File: config.mk
export PLATFORM = sky130hd
export DESIGN_NAME = fu_seq
export DESIGN_NICKNAME = d
export VERILOG_FILES = /design/src/rtl/fu_pkg.sv /design/src/rtl/fu_ctx_mem.sv /design/src/rtl/fu_seq.sv
export SDC_FILE = /design/constraint.sdc
export NUM_CORES = 1
export LEC_CHECK = 0
export ABC_CLOCK_PERIOD_IN_PS = 5400
export BUFFER_PORTS_ARGS = -buffer_cell sky130_fd_sc_hd__buf_2
export CAP_MARGIN = 20
export CORE_UTILIZATION = 60
export DETAILED_ROUTE_END_ITERATION = 8
export PLACE_DENSITY = 0.79
export SKIP_CTS_REPAIR_TIMING = 1
export SLEW_MARGIN = 20
export SYNTH_ARGS = -nofsm -noshare
export SYNTH_HDL_FRONTEND = slang
export SYNTH_SLANG_ARGS = --single-unit
File: constraint.sdc
create_clock -name clk -period 5.4 [get_ports clk]
set_input_delay 0.81 -clock clk [delete_from_list [all_inputs] [get_ports clk]]
set_output_delay 0.81 -clock clk [all_outputs]
set_load 0.01 [all_outputs]
File: src/rtl/fu_pkg.sv
// Shared definitions for the FU context sequencer: opcodes, context word layout, states.
package fu_pkg;

  localparam logic [3:0] PASS_A = 4'd0;
  localparam logic [3:0] PASS_B = 4'd1;
  localparam logic [3:0] ADD    = 4'd2;
  localparam logic [3:0] SUB    = 4'd3;
  localparam logic [3:0] MULT   = 4'd4;
  localparam logic [3:0] DIV    = 4'd5;
  localparam logic [3:0] AND    = 4'd6;
  localparam logic [3:0] OR     = 4'd7;
  localparam logic [3:0] MOD    = 4'd8;
  localparam logic [3:0] SHL    = 4'd9;
  localparam logic [3:0] SHR    = 4'd10;
  localparam logic [3:0] BEQ    = 4'd11;
  localparam logic [3:0] BNE    = 4'd12;
  localparam logic [3:0] SLT    = 4'd13;
  localparam logic [3:0] NOT    = 4'd14;
  localparam logic [3:0] MERGE  = 4'd15;

  // Bit offsets inside a context word; the target field occupies [TGT +: AW].
  localparam int OP   = 0;
  localparam int EN   = 4;
  localparam int BRC  = 5;
  localparam int LAST = 6;
  localparam int RSV  = 7;
  localparam int TGT  = 8;

  typedef enum logic [1:0] {
    IDLE  = 2'd0,
    RUN   = 2'd1,
    BWAIT = 2'd2
  } seq_state_e;

  typedef struct packed {
    logic       rsv;
    logic       last;
    logic       brc;
    logic       en;
    logic [3:0] op;
  } ctx_ctrl_t;

  function automatic ctx_ctrl_t ctx_ctrl(input logic [7:0] w);
    return ctx_ctrl_t'(w);
  endfunction

endpackage

File: src/rtl/fu_ctx_mem.sv
// Context store: flop array with one synchronous write port and one asynchronous read port.
module fu_ctx_mem #(
  parameter int DEPTH = 16,
  parameter int AW    = 4,
  parameter int DW    = 12
) (
  input  logic          clk,
  input  logic          we,
  input  logic [AW-1:0] waddr,
  input  logic [DW-1:0] wdata,
  input  logic [AW-1:0] raddr,
  output logic [DW-1:0] rdata
);

  // Contents deliberately survive rst_n so a program can be rerun after a reset.
  logic [DW-1:0] mem_q [DEPTH];

  always_ff @(posedge clk) begin
    if (we) begin
      mem_q[waddr] <= wdata;
    end
  end

  assign rdata = mem_q[raddr];

endmodule

File: src/rtl/fu_seq.sv
// Context sequencer for one CGRA functional unit: issues a context per cycle,
// waits one bubble on branch contexts, and loops the program iters times.
module fu_seq
  import fu_pkg::*;
#(
  parameter int DEPTH  = 16,
  parameter int AW     = 4,
  parameter int ITER_W = 16
) (
  input  logic              clk,
  input  logic              rst_n,
  input  logic              cfg_we,
  input  logic [AW-1:0]     cfg_addr,
  input  logic [8+AW-1:0]   cfg_data,
  input  logic              start,
  input  logic [ITER_W-1:0] iters,
  input  logic              abort,
  input  logic              fu_branch,
  output logic [3:0]        fu_op,
  output logic              fu_en,
  output logic              busy,
  output logic              done,
  output logic [AW-1:0]     pc
);

  localparam int DW = 8 + AW;

  seq_state_e        state_q, state_d;
  logic [AW-1:0]     pc_q, pc_d;
  logic [ITER_W-1:0] iter_cnt_q, iter_cnt_d;
  logic              done_q, done_d;

  logic [DW-1:0]     ctx_w;
  ctx_ctrl_t         w_ctrl;
  logic [AW-1:0]     w_tgt;
  logic              mem_we;

  // Result of the sequential (non-branch) step shared by RUN and a not-taken BWAIT.
  seq_state_e        adv_state;
  logic [AW-1:0]     adv_pc;
  logic [ITER_W-1:0] adv_iter;
  logic              adv_done;

  assign mem_we = cfg_we && (state_q == IDLE);

  fu_ctx_mem #(
    .DEPTH (DEPTH),
    .AW    (AW),
    .DW    (DW)
  ) u_ctx_mem (
    .clk   (clk),
    .we    (mem_we),
    .waddr (cfg_addr),
    .wdata (cfg_data),
    .raddr (pc_q),
    .rdata (ctx_w)
  );

  assign w_ctrl = ctx_ctrl(ctx_w[7:0]);
  assign w_tgt  = ctx_w[TGT +: AW];

  always_ff @(posedge clk or negedge rst_n) begin
    if (!rst_n) begin
      state_q    <= IDLE;
      pc_q       <= '0;
      iter_cnt_q <= '0;
      done_q     <= 1'b0;
    end else begin
      state_q    <= state_d;
      pc_q       <= pc_d;
      iter_cnt_q <= iter_cnt_d;
      done_q     <= done_d;
    end
  end

  always_comb begin
    adv_state = RUN;
    adv_pc    = pc_q + AW'(1);
    adv_iter  = iter_cnt_q;
    adv_done  = 1'b0;
    if (w_ctrl.last) begin
      adv_pc = '0;
      if (iter_cnt_q == ITER_W'(1)) begin
        adv_state = IDLE;
        adv_done  = 1'b1;
      end else begin
        adv_iter = iter_cnt_q - ITER_W'(1);
      end
    end
  end

  always_comb begin
    state_d    = state_q;
    pc_d       = pc_q;
    iter_cnt_d = iter_cnt_q;
    done_d     = 1'b0;
    case (state_q)
      IDLE: begin
        if (start) begin
          if (iters != '0) begin
            pc_d       = '0;
            iter_cnt_d = iters;
            state_d    = RUN;
          end else begin
            done_d = 1'b1;
          end
        end
      end
      RUN: begin
        if (w_ctrl.brc) begin
          state_d = BWAIT;
        end else begin
          state_d    = adv_state;
          pc_d       = adv_pc;
          iter_cnt_d = adv_iter;
          done_d     = adv_done;
        end
      end
      BWAIT: begin
        // A taken branch wins over last and leaves the iteration count alone.
        if (fu_branch) begin
          pc_d    = w_tgt;
          state_d = RUN;
        end else begin
          state_d    = adv_state;
          pc_d       = adv_pc;
          iter_cnt_d = adv_iter;
          done_d     = adv_done;
        end
      end
      default: begin
        state_d = IDLE;
        pc_d    = '0;
      end
    endcase
    if (abort) begin
      state_d    = IDLE;
      pc_d       = '0;
      iter_cnt_d = iter_cnt_q;
      done_d     = 1'b0;
    end
  end

  always_comb begin
    fu_op = 4'd0;
    fu_en = 1'b0;
    case (state_q)
      RUN: begin
        fu_op = w_ctrl.op;
        fu_en = w_ctrl.en;
      end
      BWAIT: begin
        fu_op = w_ctrl.op;
      end
      default: begin
        fu_op = 4'd0;
        fu_en = 1'b0;
      end
    endcase
  end

  assign busy = (state_q != IDLE);
  assign done = done_q;
  assign pc   = pc_q;

  rsv_zero_on_write: assert property (@(posedge clk) disable iff (!rst_n)
    mem_we |-> !cfg_data[RSV]);

  rsv_zero_on_issue: assert property (@(posedge clk) disable iff (!rst_n)
    (state_q != IDLE) |-> !w_ctrl.rsv);

endmodule

==> reports/qor_table.md, run 1 <==
| Parameter | Value | Unit |
|---|---|---|
| Result of the run | finished clean | - |
| Buffer type at the clock tree root | clkbuf_16 | - |
| Number of iterations in the first detailed-routing pass | 5 | - |
| Clk buf depth | 2 | - |
| Vias | 5329 | - |
| Clock network latency to the later pin of the worst-skew pair | 0.43 | ns |
| Final setup violation count | 0 | - |
| Average size of a mapped cell | 16.1 | sq um |
| Placement Setup Slack | 1.77 | ns |
| Ratio of cells with drive above 1 in the final layout | 0.239 | - |
| Vias/cell | 6.75 | - |
| DRT Wirelength | 19300 | microns |
| Cell with the largest stage delay on the worst path | dfrtp_4 | - |
| Type of the most critical hold path | in2async | - |
| DP Cell Count | 758 | - |
| Post-synth EDFFs | 176 | - |
| Setup repair after global routing missed its margin | false | - |
| Yosys warning total | 0 | - |
| Final critical-path setup slack | 1.34 | ns |
| Number of levels the H-tree was split into | 4 | - |
| DRC marker count from the first detailed-route iteration | 594 | - |
| Post-layout min period | 4.06 | ns |
| Sequential-to-total area share from yosys stat | 0.677 | - |
| Max Cap Viol | 0 | - |
| DPL Wire Length | 11800 | microns |
| Worst-path clk slew | 0.07 | ns |
| Filler cell count | 927 | - |
| Total inserted antenna cells | 0 | - |
| Final design instance area without fill | 9730 | sq um |
| Maximum number of pins on one net before global-route repair | 38 | - |
| Crit-path most repeated cell | mux4_2 | - |
| Detail-routed net length per standard cell | 24.4 | microns |
| Type of element capturing the critical path | output pin | - |
| Slowest stage delay, CP | 0.84 | ns |
| Required time worst endpoint | 4.59 | ns |
| Placed standard-cell area | 9160 | sq um |
| Synthesis-to-layout area growth | 12.3 | % |
| Antenna Nets Post-Route | 0 | - |
| Gr usage total | 0.276 | - |
| Startpoint Class | flop | - |
| Number of placement rows | 43 | - |
| Height of the die | 122 | microns |
| Post-Synthesis Cells | 538 | - |
| IO Port Bufs | 47 | - |
| Standard cell core area | 14000 | sq um |
| Post-synth net total | 583 | - |
| Leakage power | 0.00321 | uW |
| Clk sink count | 199 | - |
| Worst Reg2Reg Path Length in Cells | 6 | - |
| Actual slew at the worst max-slew pin | 0.989 | ns |
| Series of cell instances along the critical path | buf_4, mux4_2, mux4_2, and2_1, buf_2 | - |
| Highest clock frequency the design can meet | 0.246 | GHz |
| Die X | 122 | microns |
| End-of-flow core utilization | 0.696 | - |
| Area of the die | 14900 | sq um |
| DR DRC count | 0 | - |
| Largest cells by area after synthesis | edfxtp_1 (61%), mux4_2 (9.4%), dfrtp_1 (6.6%) | - |
| Clock skew | 0.00961 | ns |
| I/O pin total | 49 | - |
| Cell area after technology mapping | 8660 | sq um |
| Remaining global-route overflow | 0 | - |
| Net count, final | 642 | - |
| Number of global-route vias before repair | 5105 | - |
| Area share of the largest cell type after synthesis | 0.610 | - |
| Max Transition Viols Final | 0 | - |
| Fraction of synthesis flops using an asynchronous set or reset pin | 0.116 | - |
| Cell with the most instances after synthesis | edfxtp_1 | - |
| Worst endpoint data arrival time | 3.25 | ns |
| Cell type contributing the most total cell area after synthesis | edfxtp_1 | - |
| Routability-driven placement congestion ratio | 0.893 | - |
| Unique cell type count in the Yosys netlist | 63 | - |
| Number of buffers added by the clock tree synthesis step | 17 | - |
| Worst max-slew margin expressed relative to the limit | 0.341 | - |
| Starting utilization of the core area | 0.619 | - |
| Maximum fanout count along the critical path | 37 | - |
| Maximum vdd drop | 0.251 | mV |
| Power per standard cell area | 357 | nW/um^2 |
| Yosys reg bits | 199 | - |
| Worst Path Class, Setup | reg2out | - |
| Number of antenna violations at the first check in global routing | 0 | - |
| Most common flop cell mapped by yosys | edfxtp_1 | - |
| Wire length of the first global-routing pass | 29000 | microns |
| Setup tns final | 0 | ns |
| TritonCTS clock tree | built | - |
| Cell Count, Final, Fillers Out | 790 | - |
| Final Hold Violating Endpoints | 0 | - |
| Ranking of synthesized cells by instance count | edfxtp_1 (176), nor2_1 (37), mux4_2 (36) | - |
| Final period util | 0.751 | - |
==> sequential cells by signal, summed over array words and instances (netlist names) <==
name / count
iter_cnt_q: 16
state_q: 2
done: 1
pc: 4
u_ctx_mem.mem_q: 176
==> power breakdown <==
| group | total [uW] | switching [uW] | internal (uW) | leakage, uW |
|---|---|---|---|---|
| combinational | 381 | 224 | 157 | 0.00106 |
| sequential | 1840 | 90.2 | 1750 | 0.00187 |
| clock | 1240 | 559 | 684 | 0.000281 |
| total | 3470 | 874 | 2600 | 0.00321 |
==> logic make-up after synthesis <==
| group | after synthesis | synth area share |
|---|---|---|
| DFF | 199 | 0.677 |
| adders and majority gates | 7 | 0.0101 |
| buffers and inverters | 41 | 0.0228 |
| AOI/OAI and AO/OA | 83 | 0.0732 |
| muxes | 64 | 0.126 |
| and+or+nand+nor | 144 | 0.0911 |
==> critical path, delay by kind of cell, from the launching register on <==
family	cells	cell delay, ns
buf+inv	2	0.70
mux	2	1.06
flops	1	0.84
simple gates	1	0.19
==> path summary, 6_finish.rpt <==
kind	start	end	slack [ns]
worst max register to register	pc[0]$_DFFE_PN0P_	iter_cnt_q[10]$_DFFE_PN0P_	1.86
worst min register to register	iter_cnt_q[14]$_DFFE_PN0P_	iter_cnt_q[14]$_DFFE_PN0P_	0.59
min in group clk	iter_cnt_q[14]$_DFFE_PN0P_	iter_cnt_q[14]$_DFFE_PN0P_	0.59
worst min-delay path	rst_n	iter_cnt_q[13]$_DFFE_PN0P_	0.36
worst max-delay path	pc[0]$_DFFE_PN0P_	fu_op[2]	1.34
max in group asynchronous	rst_n	pc[0]$_DFFE_PN0P_	4.62
==> final cells by class <==
class / count / area, sq um / share of cell area
inverter: 14 / 52.6 / 0.00540
multi-input combinational: 298 / 2620 / 0.270
sequential: 199 / 5860 / 0.603
clock inverter: 15 / 149 / 0.0153
timing repair buffer: 67 / 389 / 0.0400
tap: 180 / 225 / 0.0231
clock buffer: 17 / 425 / 0.0437
==> metal layers <==
layer	wire, microns	vias to the layer above	track usage
met3	1490	41	0.0501
met2	9490	286	0.437
li1	-	2324	-
met4	494	0	0.119
met1	7800	2678	0.380
met5	0	-	0
==> cells in the final DEF (no fill, tap or decap), types with 4 or more instances in the layout <==
| cell type | count |
|---|---|
| edfxtp_1 | 176 |
| ha_1 | 7 |
| nand4_1 | 5 |
| or3_1 | 5 |
| clkbuf_16 | 17 |
| buf_4 | 19 |
| or4_1 | 6 |
| o221ai_1 | 9 |
| nor3_2 | 4 |
| buf_2 | 47 |
| nand2_1 | 17 |
| clkinv_2 | 4 |
| nand3_1 | 7 |
| inv_6 | 4 |
| o21ai_0 | 4 |
| nand2b_1 | 6 |
| nor3_1 | 12 |
| nor4_1 | 13 |
| dfrtp_1 | 22 |
| a211oi_1 | 6 |
| inv_1 | 14 |
| a21oi_1 | 11 |
| nor2b_1 | 4 |
| and2_1 | 8 |
| nand4b_1 | 4 |
| mux4_2 | 36 |
| a221oi_1 | 5 |
| nor2_1 | 37 |
| o22ai_1 | 10 |
| mux2i_1 | 27 |
==> stage by stage <==
| step | hold WS [ns] | power [uW] |
|---|---|---|
| after CTS | 0.357 | 3470 |
| after global routing | 0.389 | 3590 |
| final | 0.363 | 3470 |
| after floorplan | 0.514 | 2120 |
| after detailed placement | 0.562 | 2250 |
| after global placement | 0.549 | 2220 |
No activity file was read; power rests on OpenSTA's default activity.
==> inputs of run 2 (changes only) <==
--- a/config.mk
+++ b/config.mk
@@ -5,12 +5,13 @@
 export SDC_FILE = /design/constraint.sdc
 export NUM_CORES = 1
 export LEC_CHECK = 0
-export ABC_CLOCK_PERIOD_IN_PS = 5400
+export ABC_AREA = 1
+export ABC_CLOCK_PERIOD_IN_PS = 3450
 export BUFFER_PORTS_ARGS = -buffer_cell sky130_fd_sc_hd__buf_2
 export CAP_MARGIN = 20
-export CORE_UTILIZATION = 60
+export CORE_UTILIZATION = 55
 export DETAILED_ROUTE_END_ITERATION = 8
-export PLACE_DENSITY = 0.79
+export PLACE_DENSITY = 0.76
 export SKIP_CTS_REPAIR_TIMING = 1
 export SLEW_MARGIN = 20
 export SYNTH_ARGS = -nofsm -noshare
==> constraint.sdc (replaced) <==
create_clock -name clk -period 3.45 [get_ports clk]
set_input_delay 0.5175 -clock clk [delete_from_list [all_inputs] [get_ports clk]]
set_output_delay 0.5175 -clock clk [all_outputs]
set_load 0.01 [all_outputs]
==> run 2 against run 1 <==
  * Clock skew grew 0.0037 ns
  * Critical path depth grew 2
  * Sequential power grew 57%
  * Critical path type unchanged
  * Critical endpoint is now fu_op[1]
  * First-iteration DRC count grew 14%
  * Cell count grew 45%
  * Sequential share of layout area shrank 1.8 points
  * Global-route usage shrank 1.2 points
==> reports/qor_table.md, run 2 <==
| Parameter | Value | Unit | Change |
|---|---|---|---|
| Area of the die | 16700 | sq um | +12% |
| Vias | 6456 | - | +21% |
| Clock skew | 0.0133 | ns | +0.00367 ns |
| Sequential-to-total area share from yosys stat | 0.659 | - | -0.0171 |
| Worst-path clk slew | 0.07 | ns | about the same |
| Final setup violation count | 0 | - | unchanged |
| Series of cell instances along the critical path | inv_2, buf_4, o21ai_0, o221ai_1, nand3_1, a21oi_1, buf_2 | - |  |
| Number of placement rows | 46 | - | +7.0% |
| Buffer type at the clock tree root | clkbuf_16 | - |  |
| Highest clock frequency the design can meet | 0.346 | GHz |  |
| Number of buffers added by the clock tree synthesis step | 17 | - | unchanged |
| Setup repair after global routing missed its margin | false | - |  |
| Largest cells by area after synthesis | edfxtp_1 (59%), nand2_1 (8.4%), dfrtp_1 (6.5%) | - |  |
| Maximum vdd drop | 0.376 | mV | +50% |
| Yosys warning total | 0 | - | unchanged |
| IO Port Bufs | 47 | - | unchanged |
| Ratio of cells with drive above 1 in the final layout | 0.130 | - | -0.109 |
| Post-synth EDFFs | 176 | - | unchanged |
| Startpoint Class | flop | - |  |
| Setup tns final | 0 | ns | unchanged |
| TritonCTS clock tree | built | - |  |
| DRT Wirelength | 20900 | microns | +8.4% |
| Type of element capturing the critical path | output pin | - |  |
| Yosys reg bits | 199 | - | unchanged |
| DR DRC count | 0 | - | unchanged |
| Commonest non-fill, non-tap cells in the layout | nand2_1 (198), edfxtp_1 (176), nor2_1 (137), nand3_1 (77), o21ai_0 (65) | - |  |
| Top register by number of flip-flops | u_ctx_mem.mem_q | - |  |
| Gr usage total | 0.264 | - | -0.0121 |
| Clk sink count | 199 | - | unchanged |
| Antenna Nets Post-Route | 0 | - | unchanged |
| Worst endpoint data arrival time | 2.37 | ns | -0.88 ns |
| Most common cell after layout, fill and taps aside | nand2_1 | - |  |
| Routability-driven placement congestion ratio | 0.893 | - | about the same |
| Cell with the largest stage delay on the worst path | dfrtp_2 | - |  |
| Clk buf depth | 2 | - | unchanged |
| Synthesis-to-layout area growth | 12.9 | % |  |
| Number of iterations in the first detailed-routing pass | 8 | - | +3 |
| Dominant delay contributor by cell family on the critical path | buffers and inverters | - |  |
| Result of the run | finished clean | - |  |
| Height of the die | 129 | microns | +5.7% |
| Unique cell type count in the Yosys netlist | 35 | - | -44% |
| Max Cap Viol | 0 | - | unchanged |
| Number of global-route vias before repair | 5931 | - | +16% |
| Final critical-path setup slack | 0.558 | ns | -0.785 ns |
| Wire length of the first global-routing pass | 32000 | microns | +10% |
| Standard cell core area | 15800 | sq um | +13% |
| Crit Reg-Reg Startpoint | pc[1]$_DFFE_PN0P_ | - |  |
| Cell area after technology mapping | 8890 | sq um | +2.6% |
| I/O pin total | 49 | - | unchanged |
| Leakage power | 0.00392 | uW | +22% |
| Cell type contributing the most total cell area after synthesis | edfxtp_1 | - |  |
| Net count, final | 960 | - | +50% |
| Fraction of synthesis flops using an asynchronous set or reset pin | 0.116 | - | unchanged |
| Cell with the most instances after synthesis | nand2_1 | - |  |
| DRC marker count from the first detailed-route iteration | 676 | - | +14% |
| Final period util | 0.838 | - |  |
| Number of buffers and inverters on the critical path | 3 | - | +1 |
| Average size of a mapped cell | 10.4 | sq um | -36% |
| Power per standard cell area | 559 | nW/um^2 | +57% |
| Die X | 129 | microns | +5.7% |
| Maximum fanout count along the critical path | 29 | - | -22% |
| Type of the most critical hold path | in2async | - |  |
| Clock network latency to the later pin of the worst-skew pair | 0.44 | ns | about the same |
| Number of antenna violations at the first check in global routing | 1 | - | +1 |
| DPL Wire Length | 13100 | microns | +11% |
| Required time worst endpoint | 2.93 | ns | -1.66 ns |
| Number of flip-flops under the largest register name | 176 | - | unchanged |
| Worst max-slew margin expressed relative to the limit | 0.472 | - | +0.132 |
| Worst Path Class, Setup | reg2out | - |  |
| Most common flop cell mapped by yosys | edfxtp_1 | - |  |
| Maximum number of pins on one net before global-route repair | 98 | - | +160% |
| Remaining global-route overflow | 0 | - | unchanged |
| Placement Setup Slack | 1.01 | ns | -0.756 ns |
| Post-layout min period | 2.89 | ns |  |
| Max Transition Viols Final | 0 | - | unchanged |
| Launching element of the worst setup path | pc[0]$_DFFE_PN0P_ | - |  |
| Starting utilization of the core area | 0.562 | - | -0.0577 |
| Ranking of synthesized cells by instance count | nand2_1 (198), edfxtp_1 (176), nor2_1 (137) | - |  |
| Actual slew at the worst max-slew pin | 0.788 | ns | -0.201 ns |
| Area share of the largest cell type after synthesis | 0.595 | - | -0.0155 |
| Total inserted antenna cells | 0 | - | unchanged |
| Vias/cell | 5.64 | - | -16% |
| Filler cell count | 1225 | - | +32% |
| Final Hold Violating Endpoints | 0 | - | unchanged |
| Detail-routed net length per standard cell | 18.2 | microns | -25% |
| Post-Synthesis Cells | 856 | - | +59% |
| Number of levels the H-tree was split into | 4 | - | unchanged |
| Post-synth net total | 901 | - | +55% |
| Slowest stage delay, CP | 0.43 | ns | -0.41 ns |
-- run 2: final timing paths --
| kind | cells after the start | end | slack [ns] |
|---|---|---|---|
| setup / recovery | 7 | fu_op[1] | 0.56 |
| hold / removal | 1 | done$_DFF_PN0_ | 0.05 |
| setup reg to reg | 13 | iter_cnt_q[6]$_DFFE_PN0P_ | 1.00 |
| hold reg to reg | 2 | iter_cnt_q[1]$_DFFE_PN0P_ | 0.52 |
| max in group asynchronous | 1 | pc[0]$_DFFE_PN0P_ | 3.01 |
| min in group clk | 3 | done$_DFF_PN0_ | 0.38 |
-- run 2: cell type report --
| type | instances | area (sq um) | area share |
|---|---|---|---|
| clock buffers | 19 | 433 | 0.0432 |
| clock inverters | 13 | 126 | 0.0126 |
| inverters | 52 | 195 | 0.0195 |
| multi-input cells | 568 | 2660 | 0.265 |
| flip-flops and latches | 199 | 5860 | 0.584 |
| well taps | 216 | 270 | 0.0269 |
| repair buffers | 77 | 485 | 0.0484 |
-- run 2: stage by stage --
stage	hold WS [ns]	area [sq um]	power, uW	util	instances
final	0.0544	10000	5600	0.634	1144
after global routing	0.0888	10000	5850	0.634	1144
after CTS	0.0603	10000	5610	0.634	1144
after detailed placement	0.500	9470	3740	0.598	1112
after global placement	0.493	9470	3720	0.598	1112
after floorplan	0.222	8890	3490	-	856
-- run 2: report_power, final --
part | switching [uW] | internal [uW]
Sequential | 136 | 2750
Combinational | 543 | 281
Clock | 938 | 962
Total | 1620 | 3990
-- run 2: kinds of logic after synthesis --
kind of cell | Yosys count | synth area share
buf+inv | 89 | 0.0415
compound gates | 114 | 0.0776
simple gates | 441 | 0.206
flops | 199 | 0.659
xor+xnor | 6 | 0.00591
fa+ha+maj | 7 | 0.00985
-- run 2: metal layers --
metal,GRT usage,wire length (microns),vias to the layer above
met2,0.438,10100,293
met3,0.0599,1820,38
met5,0,13,-
li1,-,-,3080
met4,0.0934,473,2
met1,0.342,8480,3043
